<file path="src/rtl/aes_key_sched_ctrl.sv">
// AES-128 iterative key-schedule sequencer.
// Streams round keys 0..NR through a valid/ready port using an external S-box.
module aes_key_sched_ctrl #(
  parameter int unsigned NR        = 10,
  parameter logic [7:0]  RCON_INIT = 8'h01
) (
  input  logic         clk,
  input  logic         rst_n,
  input  logic         start,
  input  logic [127:0] key_in,
  input  logic         abort,
  output logic [31:0]  sbox_in,
  input  logic [31:0]  sbox_out,
  output logic [127:0] rk_out,
  output logic [3:0]   rk_round,
  output logic         rk_valid,
  input  logic         rk_ready,
  output logic         busy,
  output logic         done
);

  typedef enum logic [1:0] {
    IDLE = 2'd0,
    EMIT = 2'd1,
    DONE = 2'd2
  } state_e;

  localparam logic [3:0] NR_L = 4'(NR);

  state_e         state_q, state_d;
  logic [127:0]   key_q, key_d;
  logic [3:0]     round_q, round_d;
  logic [7:0]     rcon_q, rcon_d;

  logic [3:0][31:0] w;
  logic [3:0][31:0] n;
  logic [31:0]      temp;
  logic [127:0]     next_key;
  logic [7:0]       rcon_x;

  logic hs;
  logic last;
  logic load;
  logic adv;
  logic clr;

  // State and datapath registers
  always_ff @(posedge clk or negedge rst_n) begin
    if (!rst_n) begin
      state_q <= IDLE;
      key_q   <= '0;
      round_q <= '0;
      rcon_q  <= RCON_INIT;
    end else begin
      state_q <= state_d;
      key_q   <= key_d;
      round_q <= round_d;
      rcon_q  <= rcon_d;
    end
  end

  // Split the row-major key register into column words
  always_comb begin
    w = '0;
    for (int c = 0; c < 4; c++) begin
      for (int r = 0; r < 4; r++) begin
        w[c][31-8*r -: 8] = key_q[127-32*r-8*c -: 8];
      end
    end
  end

  assign sbox_in = {w[3][23:0], w[3][31:24]};
  assign temp    = sbox_out ^ {rcon_q, 24'h0};

  // g-function result feeds the cascaded column XOR chain
  always_comb begin
    n[0] = temp ^ w[0];
    n[1] = n[0] ^ w[1];
    n[2] = n[1] ^ w[2];
    n[3] = n[2] ^ w[3];
  end

  // Repack the new columns into row-major layout
  always_comb begin
    next_key = '0;
    for (int c = 0; c < 4; c++) begin
      for (int r = 0; r < 4; r++) begin
        next_key[127-32*r-8*c -: 8] = n[c][31-8*r -: 8];
      end
    end
  end

  assign rcon_x = {rcon_q[6:0], 1'b0} ^ (rcon_q[7] ? 8'h1b : 8'h00);

  assign hs   = (state_q == EMIT) && rk_ready;
  assign last = (round_q == NR_L);
  assign load = (state_q == IDLE) && start && !abort;
  assign adv  = hs && !abort && !last;
  assign clr  = ((state_q != IDLE) && abort) || (state_q == DONE);

  // Next-state logic
  always_comb begin
    state_d = state_q;
    unique case (state_q)
      IDLE: if (load) state_d = EMIT;
      EMIT: begin
        if (abort)          state_d = IDLE;
        else if (hs && last) state_d = DONE;
      end
      DONE:    state_d = IDLE;
      default: state_d = IDLE;
    endcase
  end

  // Key, round and Rcon updates; abort keeps the last key visible
  always_comb begin
    key_d   = key_q;
    round_d = round_q;
    rcon_d  = rcon_q;
    unique case (1'b1)
      load: begin
        key_d   = key_in;
        round_d = '0;
        rcon_d  = RCON_INIT;
      end
      adv: begin
        key_d   = next_key;
        round_d = round_q + 4'd1;
        rcon_d  = rcon_x;
      end
      clr: begin
        rcon_d = RCON_INIT;
      end
      default: ;
    endcase
  end

  // Moore outputs
  always_comb begin
    rk_out   = key_q;
    rk_round = round_q;
    rk_valid = (state_q == EMIT);
    busy     = (state_q != IDLE);
    done     = (state_q == DONE);
  end

endmodule

</file>
<file path="config.mk">
export PLATFORM = sky130hd
export DESIGN_NAME = aes_key_sched_ctrl
export DESIGN_NICKNAME = d
export VERILOG_FILES = /design/src/rtl/aes_key_sched_ctrl.sv
export SDC_FILE = /design/constraint.sdc
export NUM_CORES = 1
export LEC_CHECK = 0
export ABC_AREA = 1
export CORE_MARGIN = 4
export CORE_UTILIZATION = 30
export DETAILED_ROUTE_END_ITERATION = 10
export SLEW_MARGIN = 20
export SYNTH_ARGS = -nofsm -noshare
export SYNTH_HDL_FRONTEND = slang
export SYNTH_SLANG_ARGS = --single-unit
export TNS_END_PERCENT = 50
</file>
<file path="constraint.sdc">
create_clock -name clk -period 2.8 [get_ports clk]
set_clock_uncertainty 0.15 [all_clocks]
set_input_delay 0.42 -clock clk [delete_from_list [all_inputs] [get_ports clk]]
set_output_delay 0.42 -clock clk [all_outputs]
set_load 0.005 [all_outputs]
</file>
==> impl_metrics.py <==
metrics = {
    "clock_tree": {
        "cts_sinks": 142,
        "cts_tree": "built",
        "clockBufferDepth": 2,
        "cts_setup_buffers": 0,
        "clk_pin_slew_ns": 0.07,
        "clock_latency_ns": 0.41,
        "cts-root-buf": "clkbuf_16",
        "cts_buffers": 17,
        "cts_max_level": 4,
    },
    "pwr": {
        "ir_drop_mv": 0.336,
        "fin_total_pwr_mw": 10.3,
        "p_leak_nw": 5.95,
        "p_per_area_mw_per_mm2": 803,
    },
    "global_routing": {
        "globalRouteOverflowTotal": 0,
        "grt_pass1_vias": 8749,
        "grt_pass1_wl_um": 45500,
        "antenna_found_initial": 0,
        "grt_max_degree": 113,
        "grtUsageTotal_pct": 18.0,
    },
    "cells_and_area": {
        "design_area_mm2": 0.0128,
        "fin_nets": 1657,
        "syn_to_final_growth_pct": 47.3,
        "regArea_mm2": 0.00355,
        "fillerInstances": 2838,
        "drive_above_1_share_pct": 5.59,
        "multiInputGateArea_mm2": 0.00405,
    },
    "synthesis": {
        "netlist_area_mm2": 0.00869,
        "syn_avg_cell_area_um2": 7.20,
        "synthTopCellsByArea": "dfrtp_1 41%, nand2_1 20%, o211ai_1 6.9%",
        "async_reset_ff_share_pct": 100,
        "synth_cell_types": 30,
        "yosysSeqAreaShare_pct": 40.9,
        "synth_enable_flop_cells": 0,
        "synth_warnings": 0,
        "syn_inst": 1207,
        "yosysTopAreaCell": "dfrtp_1",
        "syn_nets": 1374,
        "synth_seq_cells": 142,
        "synthFlopType": "dfrtp_1",
        "synth.top_cell.area_share_pct": 40.6,
    },
    "critical_path": {
        "crit_type": "flip-flop to primary output",
        "path_buf_inv": 2,
        "cp_slowest_cell": "clkdlybuf4s50_1",
        "crit_path_max_fanout": 3,
        "crit_arrival_ns": 1.57,
        "startpoint_type": "flip-flop",
        "cp_data_required_time_ns": 2.23,
        "critPathTopFamily": "buffers and inverters",
        "crit_path_end_kind": "primary output",
        "max_stage_delay_ns": 0.54,
        "crit_path_cell_trace": "inv_2, nand2_1, clkdlybuf4s50_1",
    },
    "drt": {
        "first_pass_iters": 5,
        "drc_errors": 0,
        "drtAntennaViolNets": 0,
        "wirelength_um": 28700,
        "vias": 8774,
        "drt-wirelength-per-cell_um": 15.2,
        "viasPerCell": 4.65,
        "drt_iter0_markers": 454,
    },
    "sta": {
        "rsz0062_at_grt": "no",
        "max_slew_margin_pct": 62.7,
        "finalHoldViolCount": 0,
        "max_freq_ghz": 0.466,
        "setup_tns_ns": 0,
        "fin_crit_sh_pct": 76.6,
        "slew_viol_final": 0,
        "fin_crit_ns": 2.14,
        "worst_slew_pin_slew_ns": 0.559,
        "finalSetupViolCount": 0,
    },
    "placement": {
        "dpl-instance-area_mm2": 0.0122,
        "place.detailed.hpwl_um": 21000,
        "portBuffers": 331,
        "gp_routability_congestion": 0.840,
    },
    "floorplanning": {
        "die_x_um": 178,
        "initial_core_util_pct": 30.3,
        "die_h_um": 178,
        "core_area_mm2": 0.0286,
        "io_pins": 332,
        "dieArea_mm2": 0.0317,
        "num_rows": 62,
    },
    "run_status": {
        "status": "finished, final reports clean",
    },
    "worst_hold_path": {
        "hold_class": "input port to asynchronous set/reset pin",
    },
    "run": {
        "cap_violations": 0,
    },
}
-- cells in the mapped netlist (2+ instances only) --
cell type and instances:
nand2_1 452, clkbuf_1 12, o21ai_0 19, inv_1 152
inv_2 5, o22ai_1 8, xnor2_1 4, buf_1 3
dfrtp_1 141, buf_6 2, or2_2 32, buf_2 18
buf_4 45, xor2_1 32, a21boi_1 16, ha_1 2
nor2_1 34, o221ai_1 8, o211ai_1 80, nand3_1 115
a21oi_1 18
-- metal layers --
metal / share of wire (%) / track usage [%] / up-vias
li1: - / - / 4380
met1: 44 / 23.0 / 4086
met2: 46 / 29.0 / 274
met3: 8.1 / 6.02 / 34
met4: 2.0 / 5.09 / 0
met5: 0 / 0 / -
-- registers in the layout (all words and copies together) (netlist names) --
signal	cells
state_q	2
rk_out	128
rk_round	4
rcon_q	8
-- cells in the final DEF (no fill, tap or decap), types with 2 or more instances in the layout --
master,count
nand2_1,452
a21boi_1,16
xor2_1,32
clkbuf_16,17
o22ai_1,8
nor2_1,34
nand3_1,115
o211ai_1,80
a21oi_1,18
inv_1,152
or2_2,32
clkinv_4,2
inv_2,4
clkbuf_1,3
clkinvlp_4,2
ha_1,2
o221ai_1,8
inv_6,3
buf_12,7
o21ai_0,19
buf_4,5
clkdlybuf4s50_1,330
xnor2_1,4
bufinv_16,4
dfrtp_1,141
-- through the flow --
stage | cells | hold WS (ns) | setup slack, ns | utilization (%)
final | 1888 | 0.354 | 0.655 | 44.7
after global routing | 1887 | 0.358 | 0.538 | 44.7
after CTS | 1887 | 0.356 | 0.617 | 44.7
after detailed placement | 1854 | 0.247 | 0.430 | 42.5
after global placement | 1854 | 0.245 | 0.447 | 42.5
after floorplan | 1207 | -0.0256 | 1.04 | -
-- logic make-up (layout without fill, tap and decap cells) --
| group | Yosys count | after routing | synth area share [%] |
|---|---|---|---|
| XOR/XNOR | 36 | 36 | 3.63 |
| buffers and inverters | 237 | 533 | 12.6 |
| adder cells (fa/ha/maj) | 2 | 2 | 0.288 |
| AND/OR/NAND/NOR | 639 | 639 | 30.6 |
| AO/OA/AOI/OAI | 151 | 151 | 12.0 |
| flip-flops | 142 | 142 | 40.9 |
| other | 0 | 1 | 0 |
-- report_power, final --
group          switching [mW]  leakage [nW]  internal [mW]
clock                   0.958         0.296           1.50
combinational            2.01          3.92           2.45
sequential              0.669          1.73           2.69
-- path summary, 6_finish.rpt --
path                                         startpoint                       to  slack, ns  cells past startpoint
worst min-delay path                              rst_n   rk_out[59]$_DFFE_PN0P_       0.35                      2
min in group clk                  rcon_q[0]$_DFFE_PN1P_    rcon_q[0]$_DFFE_PN1P_       0.41                      2
worst max-delay path             state_q[0]$_DFFE_PN0P_                     busy       0.66                      3
max in group asynchronous                         rst_n    rcon_q[0]$_DFFE_PN1P_       1.44                      3
worst min register to register    rcon_q[0]$_DFFE_PN1P_    rcon_q[0]$_DFFE_PN1P_       0.41                      2
worst max register to register  rk_round[0]$_DFFE_PN0P_  rk_round[3]$_DFFE_PN0P_       0.72                     10
-- timing repair --
item / in CTS / in global routing
endpoints found under the setup margin: 0 / 0
hold endpoints to repair: 41 / 0
hold buffers: 1 / 0
resized for setup: 0 / 0
-- cell type report --
cell class	instances	area share [%]
sequential	142	27.8
antenna	1	0.0196
timing repair buffer	344	27.4
clock inverter	12	1.44
tap	384	3.75
multi-input combinational	828	31.6
clock buffer	20	3.41
inverter	157	4.62
(Power assumes the default switching activity.)
